### src/rtl/rf_wb_arbiter_pkg.sv
// Shared write-back arbiter types and defaults.
// Requester indices and default datapath widths.
package rf_wb_arbiter_pkg;

  typedef enum logic [1:0] {
    WB_SRC_ALU = 2'd0,
    WB_SRC_LSU = 2'd1,
    WB_SRC_MUL = 2'd2,
    WB_SRC_CSR = 2'd3
  } wb_src_e;

  localparam int WB_ADDR_W = 4;
  localparam int WB_DATA_W = 16;

endpackage

### src/rtl/rf_wb_arbiter_dec.sv
// Address to one-hot word-line decoder.
// Output is all zeros when the enable is low.
module decoder4to16 #(
  parameter int ip_L = 4
) (
  input  logic [ip_L-1:0]      i_addr,
  input  logic                 i_en,
  output logic [(2**ip_L)-1:0] o_dec
);

  always_comb begin
    o_dec = '0;
    if (i_en) o_dec[i_addr] = 1'b1;
  end

endmodule

### src/rtl/rf_wb_arbiter.sv
// Round-robin write-back arbiter onto the single
// register-file write port, with registered output stage.
module rf_wb_arbiter
  import rf_wb_arbiter_pkg::*;
#(
  parameter  int NREQ    = 4,
  parameter  int ADDR_W  = WB_ADDR_W,
  parameter  int DATA_W  = WB_DATA_W,
  parameter  bit ZERO_RO = 1'b1,
  localparam int SRC_W   = $clog2(NREQ),
  localparam int NREG    = 2**ADDR_W
) (
  input  logic                   clk,
  input  logic                   rst,
  input  logic [NREQ-1:0]        req_valid,
  input  logic [NREQ*ADDR_W-1:0] req_addr,
  input  logic [NREQ*DATA_W-1:0] req_data,
  output logic [NREQ-1:0]        req_ready,
  input  logic                   rf_stall,
  output logic                   wb_valid,
  output logic [ADDR_W-1:0]      wb_addr,
  output logic [DATA_W-1:0]      wb_data,
  output logic [NREG-1:0]        wb_we,
  output logic [SRC_W-1:0]       wb_src,
  output logic [7:0]             conflict_cnt
);

  localparam logic [SRC_W:0] NREQ_X = (SRC_W+1)'(NREQ);

  logic [SRC_W-1:0]  r_ptr;
  logic [SRC_W-1:0]  r_src;
  logic              r_valid;
  logic [ADDR_W-1:0] r_addr;
  logic [DATA_W-1:0] r_data;
  logic [NREG-1:0]   r_we;
  logic [7:0]        r_cnt;

  logic              w_found;
  logic [SRC_W-1:0]  w_idx;
  logic [SRC_W:0]    w_sum;
  logic              w_gnt;
  logic              w_multi;
  logic              w_we_en;
  logic [ADDR_W-1:0] w_addr;
  logic [DATA_W-1:0] w_data;
  logic [NREG-1:0]   w_we;

  // Scan from r_ptr upward, wrapping modulo NREQ.
  always_comb begin
    w_found = 1'b0;
    w_idx   = '0;
    w_sum   = '0;
    for (int off = 0; off < NREQ; off++) begin
      w_sum = {1'b0, r_ptr} + (SRC_W+1)'(off);
      if (w_sum >= NREQ_X) w_sum = w_sum - NREQ_X;
      if (!w_found && req_valid[w_sum[SRC_W-1:0]]) begin
        w_found = 1'b1;
        w_idx   = w_sum[SRC_W-1:0];
      end
    end
  end

  always_comb begin
    w_addr = '0;
    w_data = '0;
    for (int i = 0; i < NREQ; i++) begin
      if (w_idx == SRC_W'(i)) begin
        w_addr = req_addr[i*ADDR_W +: ADDR_W];
        w_data = req_data[i*DATA_W +: DATA_W];
      end
    end
  end

  assign w_gnt     = w_found & ~rf_stall & ~rst;
  assign req_ready = w_gnt ? (NREQ'(1) << w_idx) : '0;
  assign w_multi   = |(req_valid & (req_valid - NREQ'(1)));
  // Register 0 writes complete the handshake but drive no word line.
  assign w_we_en   = w_gnt & ~(ZERO_RO & (w_addr == '0));

  decoder4to16 #(
    .ip_L (ADDR_W)
  ) u_dec (
    .i_addr (w_addr),
    .i_en   (w_we_en),
    .o_dec  (w_we)
  );

  always_ff @(posedge clk) begin
    if (rst) begin
      r_valid <= 1'b0;
      r_addr  <= '0;
      r_data  <= '0;
      r_we    <= '0;
      r_src   <= '0;
      r_ptr   <= '0;
      r_cnt   <= '0;
    end else if (!rf_stall) begin
      r_valid <= w_gnt;
      r_we    <= w_we;
      if (w_gnt) begin
        r_addr <= w_addr;
        r_data <= w_data;
        r_src  <= w_idx;
        r_ptr  <= (w_idx == SRC_W'(NREQ-1)) ? '0
                : w_idx + SRC_W'(1);
        if (w_multi && r_cnt != 8'hFF)
          r_cnt <= r_cnt + 8'd1;
      end
    end
  end

  assign wb_valid     = r_valid;
  assign wb_addr      = r_addr;
  assign wb_data      = r_data;
  assign wb_we        = r_we;
  assign wb_src       = r_src;
  assign conflict_cnt = r_cnt;

endmodule

### config.mk
export PLATFORM = sky130hd
export DESIGN_NAME = rf_wb_arbiter
export DESIGN_NICKNAME = d
export VERILOG_FILES = /design/src/rtl/rf_wb_arbiter_pkg.sv /design/src/rtl/rf_wb_arbiter_dec.sv /design/src/rtl/rf_wb_arbiter.sv
export SDC_FILE = /design/constraint.sdc
export NUM_CORES = 1
export LEC_CHECK = 0
export ABC_AREA = 1
export CAP_MARGIN = 10
export CORE_MARGIN = 2
export CORE_UTILIZATION = 44
export DETAILED_ROUTE_END_ITERATION = 10
export PLACE_DENSITY = 0.86
export SKIP_CTS_REPAIR_TIMING = 1
export SYNTH_ARGS = -nofsm -noshare
export SYNTH_HDL_FRONTEND = slang
export SYNTH_SLANG_ARGS = --single-unit
### constraint.sdc
create_clock -name clk -period 5 [get_ports clk]
set_clock_uncertainty 0.05 [all_clocks]
set_input_delay 1 -clock clk [delete_from_list [all_inputs] [get_ports clk]]
set_output_delay 1 -clock clk [all_outputs]
set_load 0.05 [all_outputs]
==> impl_metrics.tcl, run 1 <==
set metrics [dict create \
    drt.antenna.violating_nets 0 \
    status "finished, final reports clean" \
    cts_max_level 2 \
    arrival_ns 3.53 \
    dp_cells 627 \
    wl_per_cell_um 14.3 \
    diodes 0 \
    routed_wirelength_um 9070 \
    required_ns 3.95 \
    rows 29 \
    instances_no_fill 635 \
    cap_violations 0 \
    vias_per_cell 5.33 \
    synth.largest_area_cell "dfxtp_1" \
    coreArea_um2 6240 \
    yosys.cell_types.count 31 \
    worst_pin_slew_ns 0.684 \
    antenna_found_initial 0 \
    slew_headroom_pct 54.2 \
    tns_ns 0 \
    area_growth_pct 55.5 \
    reg2regPathDepth 23 \
    path_buf_inv 6 \
    path_clk_slew_ns 0.10 \
    setup_viol 0 \
    grt-ovfl-total 0 \
    netlist_top_cells_area "dfxtp_1 35%, nand2_1 20%, nand3_1 8.4%" \
    path_class "input port to output port" \
    yosysSeqAreaShare_pct 35.0 \
    num_io_pins 138 \
    vias 3382 \
    clock-root-buffer "clkbuf_8" \
    vdd_drop_max_uv 345 \
    ys.flop_type "dfxtp_1" \
    clk_latency_ns 0.31 \
    rsz0062_at_grt "no" \
    max_stage_delay_ns 0.44 \
    dp_hpwl_um 6990 \
    final_hold_viol_count 0 \
    finalCriticalPeriod_ns 4.58 \
    final_cell_mix "153 x nand2_1, 133 x clkdlybuf4s50_1, 49 x dfxtp_1, 47 x nand3_1, 32 x a21oi_1" \
    start_kind "input port" \
    synth_top_area_share_pct 35.0 \
    cts_tree "done" \
    power_density_nw_per_um2 595 \
    slew_violations 0 \
    initial_core_util_pct 44.9 \
    grt_pass1_vias 3308 \
    power_mw 2.59 \
    die_h_um 83.8 \
    grt_max_degree 36 \
    synth_edf_count 0 \
    power.leakage_nw 1.76 \
    max_freq_mhz 218 \
    ys_ff_latch 49 \
    die_area_um2 7020 \
    path_delay_family "simple AND/OR/NAND/NOR gates" \
    nets 649 \
    port_buffers 137 \
    path_depth 16 \
    drcViolationCount 0 \
    syn_avg_cell_area_um2 6.58 \
    drtIter0Drc 198 \
    clock_path_buffers 2 \
    cts_sinks 49 \
    slowest_stage "clkdlybuf4s50_1" \
    worstPathMaxFanout 16 \
    synthCells 426 \
    synth_area_um2 2800 \
    final_common_cell "nand2_1" \
    grt_pass1_wl_um 14600 \
    yosys_warnings 0 \
    cts_buffers 5 \
    hold_path.class "register to register" \
    path_cells "clkdlybuf4s50_1 -> inv_1 -> nand2_1 -> nand2_1 -> nor2_1 -> nor2_2 -> nor2_1 -> nor2_1 -> xor2_1 -> inv_1 -> nand2_1 -> inv_1 -> ha_1 -> inv_2 -> nor2_4 -> buf_12" \
    fin_crit_sh_pct 91.6 \
    synthArstFlopShare_pct 0 \
    layout-drive-gt1-share_pct 6.45 \
    syn_nets 518 \
    die_w_um 83.8 \
    hold_path_depth 2 \
    worstSetupEndpointType "output port" \
    drtPass1Iterations 5 \
    grt_usage_pct 25.3 \
    place.gp.congestion 1.01 \
]
cell usage after synthesis, drive strengths merged, types with 2 or more instances:
| library cell | number |
|---|---|
| ha | 5 |
| inv | 24 |
| nand3 | 49 |
| or2 | 2 |
| dfxtp | 49 |
| xor2 | 6 |
| o21ai | 24 |
| buf | 10 |
| nor2 | 31 |
| a22oi | 15 |
| a21oi | 32 |
| clkbuf | 10 |
| nand2 | 157 |
| nor3 | 3 |
| nand4 | 2 |
final cells by class:
cell class,count,area (um2)
fillers,519,1880
multi-input cells,333,1620
repair buffers,144,1450
flip-flops and latches,49,981
well taps,77,96.3
inverters,24,90.1
clock buffers,5,68.8
clock inverters,3,46.3
final timing paths:
path	slack, ns	end	start
setup / recovery	0.42	req_ready[3]	req_valid[3]
hold / removal	0.38	wb_we[0]	wb_we[0]
setup reg to reg	1.34	wb_we[2]	r_ptr[0]
hold reg to reg	0.38	wb_we[0]	wb_we[0]
kinds of logic (layout without fill, tap and decap cells):
kind of cell | count (synthesis) | in the layout | synth area share [%]
AND/OR/NAND/NOR | 247 | 247 | 38.6
AO/OA/AOI/OAI | 73 | 73 | 14.6
flip-flops | 49 | 49 | 35.0
buffers and inverters | 44 | 176 | 7.05
XOR/XNOR | 7 | 7 | 2.19
adder cells (fa/ha/maj) | 5 | 5 | 2.23
multiplexers | 1 | 1 | 0.357
per-layer routing:
layer	vias up	track usage (%)	wire (um)
met1	1540	27.1	3450
met2	161	46.5	4610
met5	-	0	0
li1	1657	-	-
met3	24	7.22	748
met4	0	9.97	254
flip-flops by register name, indices dropped and copies added (netlist names):
name	cells
wb_data	16
wb_valid	1
wb_src	2
wb_addr	4
conflict_cnt	8
wb_we	16
r_ptr	2
per-stage QoR:
stage / cell area, um2 / util, % / setup WS (ns) / hold WS, ns
2_1_floorplan: 2800 / - / 0.951 / 0.491
3_3_place_gp: 4240 / 68.0 / 0.559 / 0.367
3_5_place_dp: 4240 / 68.0 / 0.438 / 0.374
4_1_cts: 4360 / 69.8 / 0.442 / 0.389
5_1_grt: 4360 / 69.8 / 0.210 / 0.406
6_report: 4360 / 69.8 / 0.421 / 0.383
report_power, final:
group | internal, mW | switching [mW]
registers | 0.491 | 0.0651
logic | 0.578 | 1.16
clock network | 0.150 | 0.144
total | 1.22 | 1.37
worst register-to-register path: cells and delay by family (launching register included):
family                     cells  cell delay (ns)
DFF                            1             0.39
buffers and inverters          4             0.41
xor gates and xnor gates       1             0.27
adders and majority gates      1             0.35
and+or+nand+nor               16             2.03
AOI/OAI and AO/OA              1             0.12
(Power assumes the default switching activity.)
==> run 2: changes to the inputs <==
--- a/config.mk
+++ b/config.mk
@@ -8,9 +8,9 @@
 export ABC_AREA = 1
 export CAP_MARGIN = 10
 export CORE_MARGIN = 2
-export CORE_UTILIZATION = 44
+export CORE_UTILIZATION = 40
 export DETAILED_ROUTE_END_ITERATION = 10
-export PLACE_DENSITY = 0.86
+export PLACE_DENSITY = 0.8
 export SKIP_CTS_REPAIR_TIMING = 1
 export SYNTH_ARGS = -nofsm -noshare
 export SYNTH_HDL_FRONTEND = slang
==> run 2 against run 1 <==
Sequential share of layout area fell by 0.22 points. Worst hold slack about the same. Core utilization is 5.1 points lower. Global-route usage down 3.0 points. Clock-buffer cell count unchanged. First-iteration DRC count decreased by 36%. Flip-flop and latch count is the same. Power grew 0.87%. Largest cell class unchanged.
==> impl_metrics.tcl, run 2 (synthesis results as in run 1) <==
set metrics [dict create \
    status "finished, final reports clean" \
    cts_max_level 2 \
    dp_hpwl_um 6900 \
    path_buf_inv 6 \
    post-place-ws_ns 0.443 \
    path_clk_slew_ns 0.09 \
    grt_max_degree 36 \
    p_seq_share_pct 21.2 \
    drcViolationCount 0 \
    finalCriticalPeriod_ns 4.60 \
    power.leakage_nw 1.77 \
    slowest_stage "clkdlybuf4s50_1" \
    p_int_mw 1.27 \
    cts_sinks 49 \
    vias_per_cell 5.09 \
    final_hold_viol_count 0 \
    grt_pass1_vias 3160 \
    place.gp.congestion 0.840 \
    required_ns 3.95 \
    vdd_drop_max_uv 287 \
    seq_area_um2 981 \
    grt_usage_pct 22.3 \
    worstSetupEndpointType "output port" \
    vias 3329 \
    slew_violations 0 \
    cap_violations 0 \
    routed_wirelength_um 8740 \
    swShare_pct 51.5 \
    finalWorstSetupSlack_ns 0.397 \
    worstPathMaxFanout 16 \
    port_buffers 137 \
    drt.antenna.violating_nets 0 \
    grt_pass1_wl_um 13700 \
    cts_buffers 5 \
    die_w_um 87.7 \
    clock-root-buffer "clkbuf_8" \
    worst_pin_slew_ns 0.587 \
    rows 30 \
    fin_crit_sh_pct 92.1 \
    grt-ovfl-total 0 \
    max_stage_delay_ns 0.52 \
    setup_viol 0 \
    die_area_um2 7690 \
    diodes 0 \
    path_delay_family "buffers and inverters" \
    die_h_um 87.7 \
    tns_ns 0 \
    layout-drive-gt1-share_pct 6.45 \
    final_cell_mix "153 x nand2_1, 133 x clkdlybuf4s50_1, 49 x dfxtp_1, 47 x nand3_1, 32 x a21oi_1" \
    start_kind "input port" \
    max_freq_mhz 217 \
    clock_path_buffers 2 \
    area_growth_pct 57.0 \
    path_class "input port to output port" \
    antenna_found_initial 0 \
    pwr-share-comb_pct 66.1 \
    rsz0062_at_grt "no" \
    slew_headroom_pct 60.7 \
    p_sw_mw 1.35 \
    power_density_nw_per_um2 594 \
    wl_per_cell_um 13.4 \
    fill_cells 630 \
    cts_tree "done" \
    drtPass1Iterations 4 \
    path_cells "clkdlybuf4s50_1 -> inv_1 -> nand2_1 -> nand2_1 -> nor2_1 -> nor2_2 -> nor2_1 -> nor2_1 -> xor2_1 -> inv_1 -> nand2_1 -> inv_1 -> ha_1 -> inv_2 -> nor2_4 -> buf_12" \
    final_common_cell "nand2_1" \
    num_io_pins 138 \
    p_clk_share_pct 12.7 \
    drtIter0Drc 126 \
    arrival_ns 3.55 \
    coreArea_um2 6790 \
    multi_input_area_um2 1620 \
    clk_latency_ns 0.29 \
    nets 649 \
    hold_path.class "register to register" \
    initial_core_util_pct 41.3 \
]
[run 2: changes by cell type in the layout (fill, tap and decap cells not counted), sizes merged]
cell,change
clkinvlp,-1
bufinv,+1
[run 2: routing by layer]
layer | track usage [%] | part of all wire (%)
met4 | 9.79 | 3.7
met2 | 40.2 | 49
met1 | 23.6 | 39
met3 | 7.45 | 8.1
met5 | 0 | 0
[run 2: area by class of cell]
type | count | area share (%)
well taps | 96 | 2.73
inverters | 24 | 2.05
clock inverters | 3 | 1.48
flip-flops and latches | 49 | 22.3
clock buffers | 5 | 1.56
multi-input cells | 333 | 36.9
repair buffers | 144 | 33.0
[run 2: final timing paths]
kind,from,end,cells after the start,slack [ns]
max reg2reg,r_ptr[0],wb_we[1],23,1.57
min,wb_we[0],wb_we[0],2,0.38
max,req_valid[2],req_ready[3],16,0.40
min reg2reg,wb_we[0],wb_we[0],2,0.38
[run 2: worst register-to-register path, cell delays in order (launching register included)]
cell     delay, ns
dfxtp_1       0.38
inv_2         0.16
nand2_1       0.09
nand2_1       0.06
nor2_1        0.05
nor2_2        0.23
nor2_1        0.07
nor2_1        0.11
xor2_1        0.25
inv_1         0.07
nand2_1       0.11
inv_1         0.08
ha_1          0.33
nor2_2        0.30
nand2_1       0.08
nand2_1       0.07
nand2_1       0.06
nand2_1       0.16
inv_1         0.08
nand2_1       0.10
nand3_1       0.08
nor2_1        0.17
nand2_1       0.08
a21oi_1       0.14
[run 2: power by group through the flow]
stage | sequential, mW | clock, mW | combinational (mW)
after floorplan | 0.881 | 0 | 0.879
after global placement | 0.561 | 0 | 1.69
after detailed placement | 0.561 | 0 | 1.71
after CTS | 0.555 | 0.335 | 1.72
after global routing | 0.565 | 0.355 | 1.89
final | 0.555 | 0.332 | 1.73
[run 2: metrics by stage]
| step | area (um2) | power [mW] | util [%] | instances | hold slack, ns |
|---|---|---|---|---|---|
| finish | 4400 | 2.61 | 64.8 | 654 | 0.384 |
| CTS | 4400 | 2.61 | 64.8 | 654 | 0.387 |
| detailed placement | 4270 | 2.28 | 62.8 | 646 | 0.372 |
| global placement | 4270 | 2.25 | 62.8 | 646 | 0.368 |
| global route | 4400 | 2.81 | 64.8 | 654 | 0.413 |
| floorplan | 2800 | 1.76 | - | 426 | 0.491 |
